`config.mk`:
```
export PLATFORM = sky130hd
export DESIGN_NAME = simplex_tx_init_ctrl
export DESIGN_NICKNAME = d
export VERILOG_FILES = /design/src/rtl/simplex_tx_init_ctrl_pkg.sv /design/src/rtl/simplex_tx_init_ctrl_cc_scheduler.sv /design/src/rtl/simplex_tx_init_ctrl.sv
export SDC_FILE = /design/constraint.sdc
export NUM_CORES = 1
export LEC_CHECK = 0
export BUFFER_PORTS_ARGS = -buffer_cell sky130_fd_sc_hd__buf_2
export CAP_MARGIN = 20
export CORE_UTILIZATION = 35
export DETAILED_ROUTE_END_ITERATION = 8
export RECOVER_POWER = 50
export SLEW_MARGIN = 30
export SYNTH_ARGS = -nofsm -noshare
export SYNTH_HDL_FRONTEND = slang
export SYNTH_HIERARCHICAL = 1
export SYNTH_SLANG_ARGS = --single-unit
```
`constraint.sdc`:
```
create_clock -name clk -period 2.1 [get_ports clk]
set_input_delay 0.21 -clock clk [delete_from_list [all_inputs] [get_ports clk]]
set_output_delay 0.21 -clock clk [all_outputs]
set_load 0.01 [all_outputs]
```
`src/rtl/simplex_tx_init_ctrl_pkg.sv`:
```
`default_nettype none
// ============================================================================
// Module   : simplex_tx_init_ctrl_pkg
// Purpose  : Shared types and sizing helpers for the simplex TX init
//            controller: encoder symbol classes, init FSM states, lane count.
// Revision : 1.0 - initial release
// ============================================================================
package simplex_tx_init_ctrl_pkg;

  // Lane count of the channel; lane_select and lane_en are one bit per lane.
  localparam int MAX_LINKS      = 2;
  localparam int MAX_LINKS_SIZE = MAX_LINKS;

  // Symbol class requested from the ordered-sets encoder.
  typedef enum logic [2:0] {
    OS_IDLE = 3'd0,
    OS_K    = 3'd1,
    OS_A    = 3'd2,
    OS_V    = 3'd3,
    OS_CC   = 3'd4,
    OS_DATA = 3'd5
  } os_sel_t;

  // Lane initialisation sequence.
  typedef enum logic [2:0] {
    ST_RESET  = 3'd0,
    ST_ALIGN  = 3'd1,
    ST_BOND   = 3'd2,
    ST_VERIFY = 3'd3,
    ST_READY  = 3'd4
  } init_state_t;

  // Bits needed to hold any value in 0..max_val (never less than one bit).
  function automatic int cnt_width(input int max_val);
    return (max_val < 2) ? 1 : $clog2(max_val + 1);
  endfunction

endpackage
`default_nettype wire

```
`src/rtl/simplex_tx_init_ctrl_cc_scheduler.sv`:
```
`default_nettype none
// ============================================================================
// Module   : simplex_tx_init_ctrl_cc_scheduler
// Purpose  : Clock-compensation burst scheduler. A period counter runs while
//            the channel is out of reset; each time it reaches zero a burst
//            of CC_LEN consecutive CC cycles starts. clear (asserted when the
//            next cycle is a reset cycle) zeroes both counters and aborts any
//            burst in progress.
// Ports    : clk, rst_n       - clock, synchronous active-low reset
//            clear            - next cycle belongs to ST_RESET
//            cc_next          - CC flag for the coming cycle (combinational)
//            cc_active        - CC flag for the current cycle (registered)
// Revision : 1.0 - initial release
// ============================================================================
module simplex_tx_init_ctrl_cc_scheduler
  import simplex_tx_init_ctrl_pkg::*;
#(
  parameter int CC_PERIOD = 5000,
  parameter int CC_LEN    = 6
) (
  input  logic clk,
  input  logic rst_n,
  input  logic clear,
  output logic cc_next,
  output logic cc_active
);

  localparam int PW = cnt_width(CC_PERIOD - 1);
  localparam int BW = cnt_width(CC_LEN - 1);
  localparam logic [PW-1:0] PERIOD_LAST = PW'(CC_PERIOD - 1);
  localparam logic [BW-1:0] BURST_LAST  = BW'(CC_LEN - 1);

  // running: current cycle is outside ST_RESET, so the period counter is live.
  logic          running;
  logic [PW-1:0] period_cnt;
  logic [PW-1:0] period_d;
  // burst_left: CC cycles still owed after the current one.
  logic [BW-1:0] burst_left;
  logic [BW-1:0] burst_d;

  always_comb begin
    period_d = '0;
    burst_d  = '0;
    cc_next  = 1'b0;
    if (!clear) begin
      // The first cycle after reset sees a period count of zero, so a burst
      // opens immediately on leaving ST_RESET.
      if (running) begin
        period_d = (period_cnt == PERIOD_LAST) ? '0 : period_cnt + 1'b1;
      end
      if (period_d == '0) begin
        cc_next = 1'b1;
        burst_d = BURST_LAST;
      end else if (burst_left != '0) begin
        cc_next = 1'b1;
        burst_d = burst_left - 1'b1;
      end
    end
  end

  always_ff @(posedge clk) begin
    if (!rst_n) begin
      running    <= 1'b0;
      period_cnt <= '0;
      burst_left <= '0;
      cc_active  <= 1'b0;
    end else begin
      running    <= !clear;
      period_cnt <= period_d;
      burst_left <= burst_d;
      cc_active  <= cc_next;
    end
  end

endmodule
`default_nettype wire

```
`src/rtl/simplex_tx_init_ctrl.sv`:
```
`default_nettype none
// ============================================================================
// Module   : simplex_tx_init_ctrl
// Purpose  : Transmit-side Aurora simplex channel controller. Sequences lane
//            init (reset, /K/ align, /A/ bond, /V/ verify, ready) and, once
//            ready, arbitrates the encoder between CC bursts, user data and
//            idle fill. All outputs are registered and change on the same
//            edge as the state they describe.
// Build    : define SIMPLEX_TIMER_EN to replace the aligned/bonded/verified
//            sideband handshake with fixed state durations (ALIGN_CYCLES,
//            BOND_CYCLES); simplex_reset is still honoured.
// Ports    : clk, rst_n             - clock, synchronous active-low reset
//            single_lane            - single-lane channel (bonding skipped)
//            lane_select            - one-hot active lane in single-lane mode
//            simplex_aligned/bonded/verified/reset - receiver sideband
//            axi_valid              - upstream data valid
//            axi_ready              - encoder accepts data this cycle
//            tx_os_sel              - symbol class for the encoder
//            lane_en                - per-lane transmit enable
//            channel_init_finished  - channel ready
//            init_state             - current FSM state (debug)
// Revision : 1.0 - initial release
// ============================================================================
module simplex_tx_init_ctrl
  import simplex_tx_init_ctrl_pkg::*;
#(
  parameter int RESET_CYCLES = 8,
  parameter int VERIFY_CNT   = 64,
  parameter int CC_PERIOD    = 5000,
  parameter int CC_LEN       = 6,
  parameter int ALIGN_CYCLES = 128,
  parameter int BOND_CYCLES  = 64
) (
  input  logic                      clk,
  input  logic                      rst_n,
  input  logic                      single_lane,
  input  logic [MAX_LINKS_SIZE-1:0] lane_select,
  input  logic                      simplex_aligned,
  input  logic                      simplex_bonded,
  input  logic                      simplex_verified,
  input  logic                      simplex_reset,
  input  logic                      axi_valid,
  output logic                      axi_ready,
  output os_sel_t                   tx_os_sel,
  output logic [MAX_LINKS-1:0]      lane_en,
  output logic                      channel_init_finished,
  output init_state_t               init_state
);

  if (RESET_CYCLES < 1 || VERIFY_CNT < 1 || CC_LEN < 1 || CC_LEN >= CC_PERIOD ||
      ALIGN_CYCLES < 1 || BOND_CYCLES < 1) begin : g_param_check
    $error("simplex_tx_init_ctrl: illegal parameter set");
  end

  localparam int RW = cnt_width(RESET_CYCLES - 1);
  localparam int VW = cnt_width(VERIFY_CNT);
  localparam logic [RW-1:0] RST_LAST    = RW'(RESET_CYCLES - 1);
  localparam logic [VW-1:0] VERIFY_DONE = VW'(VERIFY_CNT);

  init_state_t          state;
  init_state_t          next_state;
  logic [RW-1:0]        rst_cnt;
  logic [VW-1:0]        verify_cnt;
  logic [VW-1:0]        verify_inc;
  logic [MAX_LINKS-1:0] lane_mask;
  logic [MAX_LINKS-1:0] mask_d;
  logic                 single_latched;
  logic                 single_d;
  logic                 rst_last;
  logic                 mask_bad;
  logic                 cc_next;
  logic                 cc_active;

  // Progress conditions for each init step, either sideband or timer driven.
  logic                 align_go;
  logic                 bond_go;
  logic                 verify_go;
  logic                 aligned_ok;

  os_sel_t              os_d;
  logic [MAX_LINKS-1:0] lane_en_d;
  logic                 ready_d;
  logic                 fin_d;

  assign init_state = state;
  assign rst_last   = (rst_cnt == RST_LAST);
  // A single-lane selection that is not exactly one lane cannot be trained.
  assign mask_bad   = single_lane && !$onehot(lane_select);
  // Mask and mode are captured only on the final reset count.
  assign mask_d     = (state == ST_RESET && rst_last) ?
                      (single_lane ? lane_select : {MAX_LINKS{1'b1}}) : lane_mask;
  assign single_d   = (state == ST_RESET && rst_last) ? single_lane : single_latched;
  // Verify count as it will stand after this cycle: CC cycles carry no /V/,
  // so they do not count towards the minimum.
  assign verify_inc = (!cc_active && verify_cnt != VERIFY_DONE) ?
                      verify_cnt + 1'b1 : verify_cnt;

`ifdef SIMPLEX_TIMER_EN
  localparam int TMAX = (ALIGN_CYCLES > BOND_CYCLES) ? ALIGN_CYCLES : BOND_CYCLES;
  localparam int TW   = cnt_width(TMAX - 1);
  localparam logic [TW-1:0] ALIGN_LAST = TW'(ALIGN_CYCLES - 1);
  localparam logic [TW-1:0] BOND_LAST  = TW'(BOND_CYCLES - 1);

  logic [TW-1:0] state_timer;

  // Cycles spent in the current timed state; stops at the exit count.
  always_ff @(posedge clk) begin
    if (!rst_n) begin
      state_timer <= '0;
    end else if (next_state == state && (state == ST_ALIGN || state == ST_BOND)) begin
      state_timer <= state_timer + 1'b1;
    end else begin
      state_timer <= '0;
    end
  end

  assign align_go   = (state_timer == ALIGN_LAST);
  assign bond_go    = (state_timer == BOND_LAST);
  assign verify_go  = 1'b1;
  assign aligned_ok = 1'b1;
`else
  assign align_go   = simplex_aligned;
  assign bond_go    = simplex_bonded;
  assign verify_go  = simplex_verified;
  assign aligned_ok = simplex_aligned;
`endif

  // State register.
  always_ff @(posedge clk) begin
    if (!rst_n) begin
      state <= ST_RESET;
    end else begin
      state <= next_state;
    end
  end

  // Next-state logic; simplex_reset overrides every other transition.
  always_comb begin
    next_state = state;
    case (state)
      ST_RESET: begin
        if (rst_last) begin
          next_state = mask_bad ? ST_RESET : ST_ALIGN;
        end
      end
      ST_ALIGN: begin
        if (align_go) begin
          next_state = single_latched ? ST_VERIFY : ST_BOND;
        end
      end
      ST_BOND: begin
        if (!aligned_ok) begin
          next_state = ST_RESET;
        end else if (bond_go) begin
          next_state = ST_VERIFY;
        end
      end
      ST_VERIFY: begin
        if (!aligned_ok) begin
          next_state = ST_RESET;
        end else if (verify_go && verify_inc == VERIFY_DONE) begin
          next_state = ST_READY;
        end
      end
      ST_READY: begin
        if (!aligned_ok) begin
          next_state = ST_RESET;
        end
      end
      default: next_state = ST_RESET;
    endcase
    if (simplex_reset) begin
      next_state = ST_RESET;
    end
  end

  // Output decode for the coming cycle; registered below so every output
  // changes on the same edge as init_state.
  always_comb begin
    os_d      = OS_IDLE;
    lane_en_d = '0;
    ready_d   = 1'b0;
    fin_d     = 1'b0;
    if (next_state != ST_RESET) begin
      lane_en_d = mask_d;
      fin_d     = (next_state == ST_READY);
      if (cc_next) begin
        os_d = OS_CC;
      end else begin
        case (next_state)
          ST_ALIGN:  os_d = OS_K;
          ST_BOND:   os_d = OS_A;
          ST_VERIFY: os_d = OS_V;
          ST_READY: begin
            os_d    = axi_valid ? OS_DATA : OS_IDLE;
            ready_d = 1'b1;
          end
          default:   os_d = OS_IDLE;
        endcase
      end
    end
  end

  always_ff @(posedge clk) begin
    if (!rst_n) begin
      rst_cnt               <= '0;
      verify_cnt            <= '0;
      lane_mask             <= '0;
      single_latched        <= 1'b0;
      tx_os_sel             <= OS_IDLE;
      lane_en               <= '0;
      axi_ready             <= 1'b0;
      channel_init_finished <= 1'b0;
    end else begin
      // Counts consecutive reset cycles; restarts on a reinit request or
      // after the last count (bad lane mask keeps us here).
      if (state == ST_RESET && next_state == ST_RESET && !rst_last && !simplex_reset) begin
        rst_cnt <= rst_cnt + 1'b1;
      end else begin
        rst_cnt <= '0;
      end
      if (next_state == ST_RESET) begin
        verify_cnt <= '0;
      end else if (state == ST_VERIFY) begin
        verify_cnt <= verify_inc;
      end
      lane_mask             <= mask_d;
      single_latched        <= single_d;
      tx_os_sel             <= os_d;
      lane_en               <= lane_en_d;
      axi_ready             <= ready_d;
      channel_init_finished <= fin_d;
    end
  end

  simplex_tx_init_ctrl_cc_scheduler #(
    .CC_PERIOD (CC_PERIOD),
    .CC_LEN    (CC_LEN)
  ) u_cc_scheduler (
    .clk       (clk),
    .rst_n     (rst_n),
    .clear     (next_state == ST_RESET),
    .cc_next   (cc_next),
    .cc_active (cc_active)
  );

endmodule
`default_nettype wire

```
==> reports/results.ini <==
[detailed_routing]
remaining_drc_errors=0
via_per_inst=5.194
via_count=1844
drt-initial-drc-count=71
dr.pass1.iters=5
wl_per_cell_um=12.87
postRouteWirelength_mm=4.568
antenna_left=0

[global_routing]
grt_max_degree=14
antenna_found_initial=0
grtUsageMet2=0.2223
grt_util_met1=0.1969
grt_pass1_vias=1644
grt_usage=0.1473
overflow=0
grt_pass1_wl_mm=7.486
grt-busiest-layer=met2
met3_usage=0.03444

[logic_synthesis]
synth.avg_cell_area_um2=9.203
netlist_instances=242
ys.flop_type=dfxtp_1
post-synth-top-count-cell=dfxtp_1
synth_top_cells_by_area=dfxtp_1 (37%), xnor2_1 (4.7%), ha_1 (4.5%)
yosysUniqueCellTypes=58
synthArstFlopShare=0
synth_top_cell_by_area=dfxtp_1
ys_seq_area_frac=0.3685
yosys_warnings=6
syn_area_um2=2227
synth_top_cell_area_share=0.3685
synth_common_cells=dfxtp_1 (41), nor2_1 (26), nand2_1 (15)
synth_edf_count=0
synthesis.nets=260
ys_seq_elements=41

[worst_setup_path]
crit_path_end_kind=flip-flop
worstPathArrival_ps=2230
start_kind=flip-flop
critical_path_required_ps=2310
worstPathMaxFanout=5
reg2regPathDepth=9
critical_path_class=flip-flop to flip-flop
crit_chain=buf_4, and3_2, nand3_1, xor2_1, and4b_1, nand4_2, a31oi_2, inv_1, o32ai_2
max_stage_delay_ps=340
crit_slowest_cell=dfxtp_2

[power_and_ir_drop]
p_per_area_nw_per_um2=496.6
peakVddDrop_mv=0.2116
p_total_uw=1304
p_leak_uw=0.001034

[clocking]
clock-sinks=41
numCtsBuffers=5
clock_path_buffers=2
clk_latency_ps=290
htreeDepth=2
path_clk_slew_ps=70
cts_tree=yes
cts_root_buf=clkbuf_8

[die]
rows=28
num_io_pins=20
dieHeight_um=81.77
start_util=0.3696
die_w_um=81.77
coreArea_um2=6026
dieArea_um2=6686

[final_layout]
regArea_um2=830.8
fillers=598
drive_gt1_frac=0.2643
diodes=0
multi_input_area_um2=1325
nets=297
flow.area_growth_from_synthesis_pct=17.87

[timing]
relSlewSlack=0.7120
slew_viol_final=0
period_share=0.9652
max_freq_ghz=0.4934
setup_viol=0
min_period_ps=2027
worst_pin_slew_ps=428.0
finClkSkew_ps=6.078
hold_viol=0
whs_ps=178.2
rsz0062_at_grt=true

[placed_design]
gp_congestion=0.8069
port_buffers=19
hpwl_mm=3.328

[min_path]
hold_depth=3
min_path_type=input port to flip-flop

[job]
drv_cap=0

[status]
status=finished, final reports clean

-- registers in the layout, summed over array words and instances (netlist names) --
| signal | cells |
|---|---|
| u_cc_scheduler/burst_left | 3 |
| lane_mask | 2 |
| u_cc_scheduler/cc_active | 1 |
| lane_en | 2 |
| u_cc_scheduler/period_cnt | 13 |
| tx_os_sel | 3 |
| channel_init_finished | 1 |
| init_state | 3 |
| rst_cnt | 3 |
| single_latched | 1 |
| verify_cnt | 7 |
| axi_ready | 1 |
| u_cc_scheduler/running | 1 |
-- repair_timing --
action | CTS | global route
cloned | 0 | 1
gates resized for setup | 3 | 14
endpoints found under the setup margin | 1 | 17
setup buffers | 0 | 1
hold buffers | 0 | 0
pin swaps | 0 | 2
-- path summary, 6_finish.rpt --
kind / endpoint / slack (ps) / start
worst max-delay path: tx_os_sel[2] / 70 / u_cc_scheduler/period_cnt[0]
worst min-delay path: single_latched / 180 / single_lane
worst min register to register: rst_cnt[0] / 430 / rst_cnt[0]
worst max register to register: tx_os_sel[2] / 70 / u_cc_scheduler/period_cnt[0]
-- kinds of logic (layout without fill, tap and decap cells) --
| group | Yosys count | count (layout) | synth area share |
|---|---|---|---|
| adders and majority gates | 8 | 8 | 0.04495 |
| muxes | 2 | 2 | 0.008989 |
| DFF | 41 | 41 | 0.3685 |
| and+or+nand+nor | 103 | 104 | 0.2899 |
| AOI/OAI and AO/OA | 41 | 41 | 0.1444 |
| xor gates and xnor gates | 21 | 21 | 0.08259 |
| buffers and inverters | 26 | 63 | 0.06067 |
-- area by class of cell --
class | instances | share of cell area
inverters | 13 | 0.01859
well taps | 75 | 0.03575
flip-flops and latches | 41 | 0.3165
multi-input cells | 176 | 0.5048
repair buffers | 42 | 0.09390
clock buffers | 8 | 0.03051
-- cells in the final DEF (no fill, tap or decap), types with 3 or more instances in the layout --
cell type  count
nand2_1       15
xnor2_1       12
inv_1         12
a211oi_2       3
nor2_1        26
nand3_1        5
xor2_1         9
nand4_1        4
clkbuf_1      14
a31oi_1        3
nor3_1        10
buf_4         20
nand2b_1       6
buf_2         10
dfxtp_1       33
a21oi_1        9
nor2b_1        7
clkbuf_8       5
nor4_1         3
o21ai_0        4
dfxtp_2        8
ha_1           7
-- per-layer routing --
| layer | up-vias | wire [um] |
|---|---|---|
| li1 | 931 | - |
| met1 | 844 | 2248 |
| met2 | 59 | 2047 |
| met3 | 10 | 183 |
| met4 | 0 | 89 |
| met5 | - | 0 |
-- through the flow --
| step | setup WS, ps | cell area [um^2] | setup TNS (ps) | instances | util |
|---|---|---|---|---|---|
| after floorplan | 0.1310 | 2227 | 0 | 242 | - |
| after global placement | 15.72 | 2495 | 0 | 345 | 0.4140 |
| after detailed placement | -22.66 | 2495 | -22.66 | 345 | 0.4140 |
| after CTS | 4.467 | 2585 | 0 | 353 | 0.4290 |
| after global routing | -18.57 | 2625 | -18.57 | 355 | 0.4356 |
| final | 73.16 | 2625 | 0 | 355 | 0.4356 |
-- worst max-delay path, delay by kind of cell (launching register included) --
family          cells  cell delay (ps)
xor+xnor            1              180
buf+inv             2              230
flops               1              340
simple gates        4              740
compound gates      2              450
-- where the power goes --
part / internal, uW / total [uW] / switching, uW
Sequential: 778 / 779 / 0.736
Combinational: 11.1 / 31.3 / 20.2
Clock: 236 / 493 / 257
Power figures use the tool's default switching activity.
